[src/rtl/wb_write_arbiter.sv]
// Register-file writeback arbiter: ALU results take priority over a small load/mul FIFO.
// Optional macro WB_BYPASS_EN adds a combinational lookup of pending writes for decode.
module wb_write_arbiter #(
  parameter int DEPTH = 4
) (
  input  logic                     clk,
  input  logic                     rst_n,
  input  logic                     alu_valid,
  input  logic [4:0]               alu_addr,
  input  logic [31:0]              alu_data,
  input  logic                     mem_valid,
  output logic                     mem_ready,
  input  logic [4:0]               mem_addr,
  input  logic [31:0]              mem_data,
  output logic                     rf_we,
  output logic [4:0]               rf_waddr,
  output logic [31:0]              rf_wdata,
  input  logic [4:0]               byp_addr1,
  input  logic [4:0]               byp_addr2,
  output logic                     byp_hit1,
  output logic                     byp_hit2,
  output logic [31:0]              byp_data1,
  output logic [31:0]              byp_data2,
  output logic [$clog2(DEPTH):0]   fifo_count,
  output logic                     busy
);

  localparam int AW = $clog2(DEPTH);
  localparam logic [AW:0] DEPTH_W = (AW+1)'(DEPTH);

  logic [4:0]    fifo_addr_q [DEPTH];
  logic [31:0]   fifo_data_q [DEPTH];
  logic [AW-1:0] wr_ptr_q, wr_ptr_d;
  logic [AW-1:0] rd_ptr_q, rd_ptr_d;
  logic [AW:0]   count_q, count_d;
  logic          rf_we_q, rf_we_d;
  logic [4:0]    rf_waddr_q, rf_waddr_d;
  logic [31:0]   rf_wdata_q, rf_wdata_d;
  logic          alu_grant, push, pop;

  // Ready looks only at the registered count so it never depends on this cycle's pop.
  always_comb begin
    alu_grant = alu_valid & (alu_addr != 5'd0);
    mem_ready = (count_q < DEPTH_W);
    push      = mem_valid & mem_ready & (mem_addr != 5'd0);
    pop       = ~alu_grant & (count_q != '0);
  end

  always_comb begin
    wr_ptr_d = push ? wr_ptr_q + 1'b1 : wr_ptr_q;
    rd_ptr_d = pop  ? rd_ptr_q + 1'b1 : rd_ptr_q;
    count_d  = count_q;
    case ({push, pop})
      2'b10:   count_d = count_q + 1'b1;
      2'b01:   count_d = count_q - 1'b1;
      default: count_d = count_q;
    endcase
  end

  always_comb begin
    rf_we_d    = 1'b0;
    rf_waddr_d = rf_waddr_q;
    rf_wdata_d = rf_wdata_q;
    if (alu_grant) begin
      rf_we_d    = 1'b1;
      rf_waddr_d = alu_addr;
      rf_wdata_d = alu_data;
    end else if (pop) begin
      rf_we_d    = 1'b1;
      rf_waddr_d = fifo_addr_q[rd_ptr_q];
      rf_wdata_d = fifo_data_q[rd_ptr_q];
    end
  end

  always_ff @(posedge clk or negedge rst_n) begin
    if (!rst_n) begin
      wr_ptr_q   <= '0;
      rd_ptr_q   <= '0;
      count_q    <= '0;
      rf_we_q    <= 1'b0;
      rf_waddr_q <= '0;
      rf_wdata_q <= '0;
    end else begin
      wr_ptr_q   <= wr_ptr_d;
      rd_ptr_q   <= rd_ptr_d;
      count_q    <= count_d;
      rf_we_q    <= rf_we_d;
      rf_waddr_q <= rf_waddr_d;
      rf_wdata_q <= rf_wdata_d;
    end
  end

  // Storage needs no reset: an empty count makes stale entries invisible.
  always_ff @(posedge clk) begin
    if (push) begin
      fifo_addr_q[wr_ptr_q] <= mem_addr;
      fifo_data_q[wr_ptr_q] <= mem_data;
    end
  end

  assign rf_we      = rf_we_q;
  assign rf_waddr   = rf_waddr_q;
  assign rf_wdata   = rf_wdata_q;
  assign fifo_count = count_q;
  assign busy       = rf_we_q | (count_q != '0);

`ifdef WB_BYPASS_EN
  for (genvar gi = 0; gi < 2; gi++) begin : g_byp
    logic [4:0]    addr;
    logic          hit;
    logic [31:0]   data;
    logic [AW-1:0] idx;

    assign addr = (gi == 0) ? byp_addr1 : byp_addr2;

    // Walk oldest to youngest so the youngest FIFO match overrides the output stage.
    always_comb begin
      hit  = 1'b0;
      data = '0;
      idx  = rd_ptr_q;
      if (addr != 5'd0) begin
        if (rf_we_q && (rf_waddr_q == addr)) begin
          hit  = 1'b1;
          data = rf_wdata_q;
        end
        for (int i = 0; i < DEPTH; i++) begin
          idx = rd_ptr_q + AW'(i);
          if (((AW+1)'(i) < count_q) && (fifo_addr_q[idx] == addr)) begin
            hit  = 1'b1;
            data = fifo_data_q[idx];
          end
        end
      end
    end
  end

  assign byp_hit1  = g_byp[0].hit;
  assign byp_data1 = g_byp[0].data;
  assign byp_hit2  = g_byp[1].hit;
  assign byp_data2 = g_byp[1].data;
`else
  logic unused_byp;
  assign unused_byp = ^{byp_addr1, byp_addr2};
  assign byp_hit1   = 1'b0;
  assign byp_hit2   = 1'b0;
  assign byp_data1  = '0;
  assign byp_data2  = '0;
`endif

endmodule

[config.mk]
export PLATFORM = sky130hd
export DESIGN_NAME = wb_write_arbiter
export DESIGN_NICKNAME = d
export VERILOG_FILES = /design/src/rtl/wb_write_arbiter.sv
export SDC_FILE = /design/constraint.sdc
export NUM_CORES = 1
export LEC_CHECK = 0
export ABC_AREA = 1
export CORE_MARGIN = 1.5
export CORE_UTILIZATION = 30
export DETAILED_ROUTE_END_ITERATION = 7
export GPL_ROUTABILITY_DRIVEN = 0
export PLACE_DENSITY = 0.59
export SYNTH_ARGS = -nofsm -noshare
export SYNTH_HDL_FRONTEND = slang
export SYNTH_SLANG_ARGS = --single-unit
[constraint.sdc]
create_clock -name clk -period 3.45 [get_ports clk]
set_input_delay 0.345 -clock clk [delete_from_list [all_inputs] [get_ports clk]]
set_output_delay 0.345 -clock clk [all_outputs]
set_load 0.005 [all_outputs]
# After elaboration in Yosys (flattened, before gate mapping)
# Memories as Yosys holds them, arrays and structs flattened.
# Cells that the tools add are included.
# W data, S select, Z words.
# word_totals
elab_cells,35
ram_bits,148
n_memories,2
inputBits,88
regBits,45
# op_classes
magnitude_cmp,1
addsub,4
n_reduce_logical,5
n_eq_ne,2
muxes,9
n_bitwise,6
# memory_table
memory,words,word_bits,rd,rd_clocked_by_memory_dff,wr,line_no,text
fifo_data_q,4,32,1,0,1,32,logic [31:0] fifo_data_q [DEPTH];
fifo_addr_q,4,5,1,0,1,31,logic [4:0] fifo_addr_q [DEPTH];
# ops
cell,count
$mux W32,2
$mux W5,2
$reduce_bool A5 Y1,2
$pmux W3 S2,1
$add A2 B1 Y2 const B,2
$and A1 B1 Y1,4
$mux W1,4
$reduce_bool A2 Y1,2
$add A3 B1 Y3 const B,1
$lt A3 B3 Y1 const B,1
$reduce_bool A3 Y1,1
$sub A3 B1 Y3 const B,1
$eq A2 B1 Y1 const B,1
$eq A2 B2 Y1 const B,1
$not A1 Y1,1
$or A1 B1 Y1,1

# Depth between registers and ports, before layout
# Gate-level depths: netlist of run 1.
# depth
word_depth,6
ltp_mapped,12
ltp_nobuf,11

# Worst setup path before layout of run 1
# No wires, ideal clock.
# synth_path
path_kind,reg2reg
from,"reg count_q[2], in the netlist fifo_count[2]"
to,"mem fifo_addr_q[0][0], enable pin"
setup_time_ns,0.431
path_stages_with_launch,4
arrival_time_ns,2.348
setup_slack_ns,0.670
period_less_slack_ns,2.780
path_cell_list,dfrtp_1 inv_1 nand3_1 nor2_1
# synth_between
elab_chain_cells,5
# synth_rtl
element,line_no,text
"start, declared",35,"logic [AW:0] count_q, count_d;"
"start signal, assigned",86,count_q <= count_d;
$lt A3 B3 Y1,44,mem_ready = (count_q < DEPTH_W);
net mem_ready,12,"output logic mem_ready,"
$and A1 B1 Y1 (2 in series),45,push = mem_valid & mem_ready & (mem_addr != 5'd0);
$mux W1,95,if (push) begin
$mux W1 (implied by the code),96,fifo_addr_q[wr_ptr_q] <= mem_addr;
"end, declared",31,
# The timed path passes the listed nets, and every way through them passes these cells.

# Worst setup path after layout of run 1
# layout_path
from,"reg count_q[1], in the netlist fifo_count[1]"
to,out busy
# layout_between
elab_chain_cells,2
# layout_rtl
element,line_no,text
$reduce_bool A3 Y1,105,assign busy = rf_we_q | (count_q != '0);
$or A1 B1 Y1,105,
"end, declared",25,output logic busy
# Every way passes these cells.

==> results.txt, run 1 <==
----------------------------------------------------
[Power]
  VDD IR-drop max ... 374 uV
  Sequential power share ... 0.401
  Internal power ... slightly above 5 mW
  Fraction of power consumed by the clock network ... 0.249
  Switching share of total power ... 0.350
  Areal power density over the cells ... 716 mW/mm2
  Comb pwr share ... 0.350
  Static power due to leakage ... 4.91 nW
  Net Sw Power ... 2.79 mW

[Timing]
  Rel. slew slack ... 0.400
  Transition time at the pin with the least slew margin ... approximately 0.90 ns
  Post-route fraction of the period consumed by the critical path ... 0.745
  Setup repair after global routing missed its margin ... no
  Highest attainable clock frequency ... roughly 390 MHz
  Clock Skews ... 0.0102 ns
  Count of final max-slew check failures ... 0
  Final Hold Vio Count ... 0
  Post-Route Setup TNS ... 0 ns
  Final setup vio count ... 0
  Slack of the critical path ... approximately 0.88 ns
  Final critical path time including I/O delays and setup ... ~2.6 ns

[Placed design]
  Post-detailed-placement half-perimeter wirelength ... 13.5 mm
  Setup slack at placement ... roughly 0.64 ns
  Instance area at placement ... between 0.01 and 0.015 mm2
  Number of input and output port buffers inserted ... 120

[Setup path]
  Data arrival time of the critical path ... 2.22 ns
  R2r startpoint ... fifo_count[0]
  Series of cell instances along the critical path ... nor3_4 > inv_2 > buf_4 > or2_1 > clkdlybuf4s50_1
  CP Launch Type ... register
  Largest fanout on the critical path ... 17
  Element type at the critical path end ... output pin
  Family with the most delay on the worst path ... buffers and inverters
  Internal reg-to-reg setup slack ... about 1.3 ns
  Data required time at the worst endpoint ... just over 3 ns
  Number of cells on the worst reg-to-reg path ... 10
  Start point of the critical path ... fifo_count[1]
  Critical path's largest stage delay ... 0.45 ns
  Reg2Reg Capture Point ... fifo_count[2]
  Logic depth of the worst path, buffers included ... 5
  Bufs and invs on worst path ... 3
  Cell type of the slowest stage on the worst timing path ... sky130_fd_sc_hd__clkdlybuf4s50_1
  End point of the critical path ... busy
  CP Class ... register to output pin

[Detailed routing]
  Total routed wirelength ... between 20 and 25 mm
  Via count ... just over 6000
  Wire per inst ... 15.1 um
  Detailed router's first-iteration violation count ... 249
  Detailed Routing Iterations Pass 1 ... 4
  Count of nets left with antenna violations after detail routing ... 0
  Number of design rule violations left after detail routing ... 0
  Avg Vias per Cell ... ~4.3

[Clock network]
  Depth of the CTS H-tree ... 4
  Cells resized by post-CTS repair ... 0
  Number of clock buffers inserted by TritonCTS ... 17
  Later-pin clock latency in the skew report ... around 0.43 ns
  Clock transition time at the flip-flop clock pins of the worst setup and hold paths ... roughly 0.070 ns
  Clock Tree Buf Depth ... 2
  Number of clock sinks seen by CTS ... approximately 190
  CTS tree ... yes
  Master cell of the clock root buffer ... sky130_fd_sc_hd__clkbuf_16

[Global route]
  Wire length of the first global-routing pass ... 32.8 mm
  GRT Overall Usage ... 0.139
  Initial antenna violation count ... 1
  Global-route congestion overflow total ... 0
  Maximum number of pins on one net before global-route repair ... 77
  Number of global-route vias before repair ... ~5700

[Logic synthesis]
  Number of synthesized register bits ... 193
  Yosys Warn Count ... 0
  Commonest register cell after synthesis ... sky130_fd_sc_hd__edfxtp_1
  Post-synthesis sequential area ratio ... 0.605
  Synth cell types ... 28
  Gate Count Post-Synth ... 918
  EDFF count, synth ... approximately 150
  Fraction of synthesis flops using an asynchronous set or reset pin ... 0.233
  Total standard cell area after synthesis ... around 0.0092 mm2
  Synthesized area divided by synthesized cell count ... 10.0 um2

[Floorplan]
  Site row count ... 63
  Core region area ... about 0.03 mm2
  Die extent in y ... between 150 and 200 um
  Horizontal die dimension ... ~180 um
  Full die area ... ~0.032 mm2
  # IOs ... between 150 and 200
  Initial core utilization ... 0.308

[Outcome]
  Outcome ... completed

[Finish]
  Fraction of layout instances using a drive strength above 1 ... 0.0901
  Final layout net count ... ~1100
  Area growth from synthesis to final layout ... 20.7%
  Final instance area ... about 0.011 mm2
  Total of fill cells in the finished design ... about 2900

[Min path]
  Class of the tightest hold or removal check ... input pin to register

[Flow run]
  Maximum capacitance violations ... 0

----------------------------------------------------
cells in the final DEF, fill, tap and decap left out:
master | netlist | layout
sky130_fd_sc_hd__clkbuf_16 | 0 | 17
sky130_fd_sc_hd__nand3_1 | 196 | 196
sky130_fd_sc_hd__clkinvlp_4 | 0 | 5
sky130_fd_sc_hd__inv_8 | 0 | 3
sky130_fd_sc_hd__nand4_1 | 2 | 2
sky130_fd_sc_hd__dlygate4sd3_1 | 0 | 1
sky130_fd_sc_hd__clkinv_2 | 0 | 1
sky130_fd_sc_hd__dfrtp_2 | 0 | 2
sky130_fd_sc_hd__inv_6 | 0 | 1
sky130_fd_sc_hd__clkdlybuf4s50_1 | 0 | 118
sky130_fd_sc_hd__nand3_4 | 1 | 1
sky130_fd_sc_hd__buf_4 | 77 | 20
sky130_fd_sc_hd__nor3_1 | 1 | 1
sky130_fd_sc_hd__bufinv_16 | 0 | 2
sky130_fd_sc_hd__nor2_1 | 5 | 1
sky130_fd_sc_hd__ha_1 | 5 | 5
sky130_fd_sc_hd__nor2_4 | 0 | 4
sky130_fd_sc_hd__nand2_4 | 1 | 1
sky130_fd_sc_hd__nor3_4 | 0 | 1
sky130_fd_sc_hd__fa_1 | 1 | 1
sky130_fd_sc_hd__buf_2 | 16 | 2
sky130_fd_sc_hd__clkbuf_1 | 7 | 1
sky130_fd_sc_hd__clkbuf_8 | 0 | 1
sky130_fd_sc_hd__edfxtp_1 | 148 | 148
sky130_fd_sc_hd__a21oi_1 | 1 | 1
sky130_fd_sc_hd__dfrtp_1 | 45 | 43
sky130_fd_sc_hd__clkinv_4 | 0 | 1
sky130_fd_sc_hd__diode_2 | 0 | 2
sky130_fd_sc_hd__nand3_2 | 27 | 27
sky130_fd_sc_hd__nand2_1 | 199 | 199
sky130_fd_sc_hd__inv_1 | 160 | 160
sky130_fd_sc_hd__xor2_1 | 2 | 2
sky130_fd_sc_hd__or2_1 | 1 | 1
sky130_fd_sc_hd__inv_2 | 3 | 3
sky130_fd_sc_hd__nor2_2 | 2 | 2
sky130_fd_sc_hd__o21ai_0 | 2 | 2
sky130_fd_sc_hd__conb_1 | 1 | 66
sky130_fd_sc_hd__xnor2_1 | 1 | 1
layer usage:
metal / vias to the layer above / global-route usage / part of all wire
met2: 180 / 0.232 / 0.49
li1: 3048 / - / -
met4: 0 / 0.0427 / 0.014
met3: 25 / 0.0266 / 0.047
met5: - / 0 / 0
met1: 2954 / 0.181 / 0.45
flip-flops by register name, summed over array words and instances, names as in the netlist:
signal,count
fifo_data_q,128
rf_wdata,32
fifo_addr_q,20
rf_waddr,5
fifo_count,3
rd_ptr_q,2
wr_ptr_q,2
rf_we,1
worst register-to-register path, stage by stage (launching register included):
cell	delay [ns]
sky130_fd_sc_hd__dfrtp_1	0.45
sky130_fd_sc_hd__nor3_4	0.07
sky130_fd_sc_hd__inv_2	0.27
sky130_fd_sc_hd__nand2_1	0.17
sky130_fd_sc_hd__inv_1	0.10
sky130_fd_sc_hd__ha_1	0.15
sky130_fd_sc_hd__inv_1	0.07
sky130_fd_sc_hd__fa_1	0.39
sky130_fd_sc_hd__a21oi_1	0.15
sky130_fd_sc_hd__o21ai_0	0.11
sky130_fd_sc_hd__xor2_1	0.15
synthesized netlist by cell type (2+ instances only):
cell type                  instances  area [um2]
sky130_fd_sc_hd__buf_4            77         578
sky130_fd_sc_hd__nor2_1            5        18.8
sky130_fd_sc_hd__nand3_1         196         981
sky130_fd_sc_hd__buf_12            3        60.1
sky130_fd_sc_hd__inv_1           160         601
sky130_fd_sc_hd__clkbuf_1          7        26.3
sky130_fd_sc_hd__ha_1              5        62.6
sky130_fd_sc_hd__dfrtp_1          45        1130
sky130_fd_sc_hd__buf_6             4        45.0
sky130_fd_sc_hd__nand3_2          27         270
sky130_fd_sc_hd__nand4_1           2        12.5
sky130_fd_sc_hd__xor2_1            2        17.5
sky130_fd_sc_hd__edfxtp_1        148        4440
sky130_fd_sc_hd__nor2_2            2        12.5
sky130_fd_sc_hd__inv_2             3        11.3
sky130_fd_sc_hd__o21ai_0           2        10.0
sky130_fd_sc_hd__buf_1             6        22.5
sky130_fd_sc_hd__nand2_1         199         747
sky130_fd_sc_hd__buf_2            16        80.1
metrics by stage:
stage	utilization	instances	power (mW)	hold slack [ns]
final	0.371	1435	7.97	0.493
after global routing	0.371	1433	8.47	0.504
after CTS	0.371	1433	8.08	0.478
after detailed placement	0.351	1400	6.09	0.416
after global placement	0.351	1400	6.05	0.411
after floorplan	-	983	4.98	0.0494
final cells by class:
cell class / count / area (um2) / share of cell area
antenna: 2 / 5.00 / 0.000450
timing repair buffer: 141 / 1350 / 0.121
tap: 390 / 488 / 0.0439
multi-input combinational: 514 / 2500 / 0.225
sequential: 193 / 5570 / 0.501
inverter: 163 / 612 / 0.0550
clock inverter: 13 / 154 / 0.0138
clock buffer: 19 / 443 / 0.0398
what timing repair did:
action,CTS,global route
setup buffers,0,0
hold buffers,1,0
hold endpoints to repair,24,0
endpoints found under the setup margin,0,0
power groups by stage:
stage | sequential (mW) | combinational [mW] | clock, mW
after floorplan | 3.23 | 1.75 | 0
after global placement | 3.23 | 2.81 | 0
after detailed placement | 3.24 | 2.84 | 0
after CTS | 3.20 | 2.86 | 2.02
after global routing | 3.24 | 3.12 | 2.11
final | 3.19 | 2.79 | 1.99
cell families (layout without fill, tap and decap cells):
logic type,after synthesis,in the layout,share of synthesized area
fa+ha+maj,6,6,0.00896
compound gates,3,3,0.00163
other cells,1,68,0.000407
simple gates,436,436,0.227
xor+xnor,3,3,0.00285
buf+inv,276,336,0.155
flops,193,193,0.605
worst min path at each step:
stage,depth (start not counted),endpoint,slack [ns],from
3_3_place_gp,1,rf_wdata[18],0.41,rst_n
4_1_cts,3,rf_wdata[26],0.48,alu_data[26]
6_report,3,rf_wdata[26],0.49,alu_data[26]
2_1_floorplan,0,fifo_count[0],0.05,rst_n
5_1_grt,3,rf_wdata[26],0.50,alu_data[26]
3_5_place_dp,1,rf_wdata[18],0.42,rst_n
No activity file was read; power rests on OpenSTA's default activity.
==> inputs of run 2 (changes only) <==
--- a/config.mk
+++ b/config.mk
@@ -10,7 +10,7 @@
 export CORE_UTILIZATION = 30
 export DETAILED_ROUTE_END_ITERATION = 7
 export GPL_ROUTABILITY_DRIVEN = 0
-export PLACE_DENSITY = 0.59
+export PLACE_DENSITY = 0.61
 export SYNTH_ARGS = -nofsm -noshare
 export SYNTH_HDL_FRONTEND = slang
 export SYNTH_SLANG_ARGS = --single-unit
==> constraint.sdc (replaced) <==
create_clock -name clk -period 2.1 [get_ports clk]
set_input_delay 0.21 -clock clk [delete_from_list [all_inputs] [get_ports clk]]
set_output_delay 0.21 -clock clk [all_outputs]
set_load 0.005 [all_outputs]
==> results.txt, run 2 (synthesis results as in run 1) <==
----------------------------------------------------
[Setup path]
  Element type at the critical path end ... output pin
  Bufs and invs on worst path ... 2
  Data arrival time of the critical path ... between 1.5 and 2 ns
  CP Launch Type ... register
  Critical path's largest stage delay ... ~0.44 ns
  Series of cell instances along the critical path ... nor3_4 > inv_2 > or2_1 > clkdlybuf4s50_1
  Largest fanout on the critical path ... 4
  CP Class ... register to output pin
  Data required time at the worst endpoint ... about 1.9 ns
  Family with the most delay on the worst path ... buffers and inverters
  Cell type of the slowest stage on the worst timing path ... sky130_fd_sc_hd__clkdlybuf4s50_1

[Finish]
  Total of fill cells in the finished design ... ~2900
  Commonest cells after routing, fill and taps aside ... 199 x sky130_fd_sc_hd__nand2_1, 196 x sky130_fd_sc_hd__nand3_1, 160 x sky130_fd_sc_hd__inv_1, 148 x sky130_fd_sc_hd__edfxtp_1, 118 x sky130_fd_sc_hd__clkdlybuf4s50_1
  Final core utilization ... 0.379
  Commonest non-fill, non-tap cell in the layout ... sky130_fd_sc_hd__nand2_1
  Fraction of layout instances using a drive strength above 1 ... 0.104
  Reg area ... roughly 0.0056 mm2
  Register with the highest flop count ... fifo_data_q
  Final layout net count ... around 1100
  Number of flip-flops under the largest register name ... 128
  Area growth from synthesis to final layout ... 23.1%
  Area taken by multi-input logic gates ... between 0.002 and 0.0025 mm2

[Placed design]
  Setup slack at placement ... -0.208 ns
  Number of input and output port buffers inserted ... 120
  Post-detailed-placement half-perimeter wirelength ... ~15 mm

[Power]
  Areal power density over the cells ... ~1200 mW/mm2
  Total design power ... between 10 and 15 mW
  VDD IR-drop max ... 654 uV
  Static power due to leakage ... between 5 and 6 nW

[Timing]
  Count of final max-slew check failures ... 0
  Setup repair after global routing missed its margin ... no
  Rel. slew slack ... 0.387
  Clock Skews ... between 0.01 and 0.015 ns
  Highest attainable clock frequency ... about 500 MHz
  Final critical path time including I/O delays and setup ... ~2.0 ns
  Post-route fraction of the period consumed by the critical path ... 0.952
  Smallest hold slack ... a little under 0.2 ns
  Final Hold Vio Count ... 0
  Transition time at the pin with the least slew margin ... slightly above 0.9 ns
  Final setup vio count ... 0
  Slack of the critical path ... between 0.1 and 0.15 ns

[Floorplan]
  Full die area ... 0.0318 mm2
  Die extent in y ... 178 um
  Initial core utilization ... 0.308
  Core region area ... between 0.02 and 0.03 mm2
  Site row count ... 63
  Horizontal die dimension ... 178 um
  # IOs ... 197

[Outcome]
  Outcome ... completed

[Min path]
  Class of the tightest hold or removal check ... input pin to register

[Global route]
  GRT Overall Usage ... 0.146
  Global-route congestion overflow total ... 0
  Wire length of the first global-routing pass ... approximately 34 mm
  Maximum number of pins on one net before global-route repair ... 78
  Initial antenna violation count ... 2
  Number of global-route vias before repair ... roughly 6000

[Clock network]
  Clock transition time at the flip-flop clock pins of the worst setup and hold paths ... roughly 0.07 ns
  CTS tree ... yes
  Master cell of the clock root buffer ... sky130_fd_sc_hd__clkbuf_16
  Later-pin clock latency in the skew report ... about 0.44 ns
  Clock Tree Buf Depth ... 2
  Depth of the CTS H-tree ... 4
  Number of clock buffers inserted by TritonCTS ... 17
  Number of clock sinks seen by CTS ... ~190

[Detailed routing]
  Met3 wirelength from detailed routing ... approximately 1.1 mm
  M1 wire length ... between 10 and 15 mm
  Via count ... approximately 6200
  Detailed Routing Iterations Pass 1 ... 7
  Wire per inst ... 15.3 um
  Detailed router's first-iteration violation count ... 326
  Number of design rule violations left after detail routing ... 0
  Routed length on met2 ... about 10 mm
  Avg Vias per Cell ... roughly 4.3
  Total routed wirelength ... about 22 mm
  Uppermost layer routed ... met5
  Count of nets left with antenna violations after detail routing ... 0

[Flow run]
  Maximum capacitance violations ... 0

----------------------------------------------------
[run 2: what timing repair did]
| item | 4_1_cts | 5_1_grt |
|---|---|---|
| hold buffers | 1 | 0 |
| setup buffers | 0 | 1 |
| resized for setup | 0 | 2 |
| hold endpoints to repair | 20 | 0 |
| setup endpoints to repair | 0 | 1 |
[run 2: tightest hold or removal path, stage by stage]
cell and delay [ns]:
sky130_fd_sc_hd__buf_2 0.14, sky130_fd_sc_hd__nand2_4 0.07, sky130_fd_sc_hd__nand2_1 0.08, sky130_fd_sc_hd__nand2_1 0.07, sky130_fd_sc_hd__nand2_1 0.04
[run 2: layout make-up]
| cell class | instances | share of cell area |
|---|---|---|
| Tap cell | 390 | 0.0430 |
| Sequential cell | 193 | 0.491 |
| Clock inverter | 14 | 0.0131 |
| Multi-Input combinational cell | 514 | 0.220 |
| Antenna cell | 1 | 0.000221 |
| Clock buffer | 18 | 0.0378 |
| Inverter | 163 | 0.0539 |
| Timing Repair Buffer | 156 | 0.140 |
[run 2: where the power goes]
part           internal [mW]  switching [mW]
clock                   1.68            1.50
sequential              4.91           0.416
combinational           1.98            2.85
total                   8.58            4.77
[run 2: metrics by stage]
stage | cell area, um2 | cells | TNS [ns]
floorplan | 9470 | 983 | -19.77
global placement | 10700 | 1414 | -1.51
detailed placement | 10700 | 1414 | -2.71
CTS | 11300 | 1447 | 0
global route | 11300 | 1448 | 0
finish | 11300 | 1449 | 0
[run 2: metal layers]
metal | up-vias | global-route usage
li1 | 3076 | -
met1 | 2957 | 0.193
met2 | 181 | 0.236
met3 | 25 | 0.0339
met4 | 2 | 0.0469
met5 | - | 0
[run 2: final timing paths]
| path | start | depth (start not counted) | to | slack (ns) |
|---|---|---|---|---|
| max | fifo_count[1] | 4 | busy | 0.10 |
| min | alu_valid | 5 | rd_ptr_q[1] | 0.20 |
| max reg2reg | fifo_count[2] | 10 | fifo_count[2] | 0.27 |
| min reg2reg | rf_wdata[14] | 2 | rf_wdata[14] | 0.53 |
| max in group asynchronous | rst_n | 3 | fifo_count[2] | 1.24 |
| min in group asynchronous | rst_n | 2 | rf_wdata[11] | 0.29 |
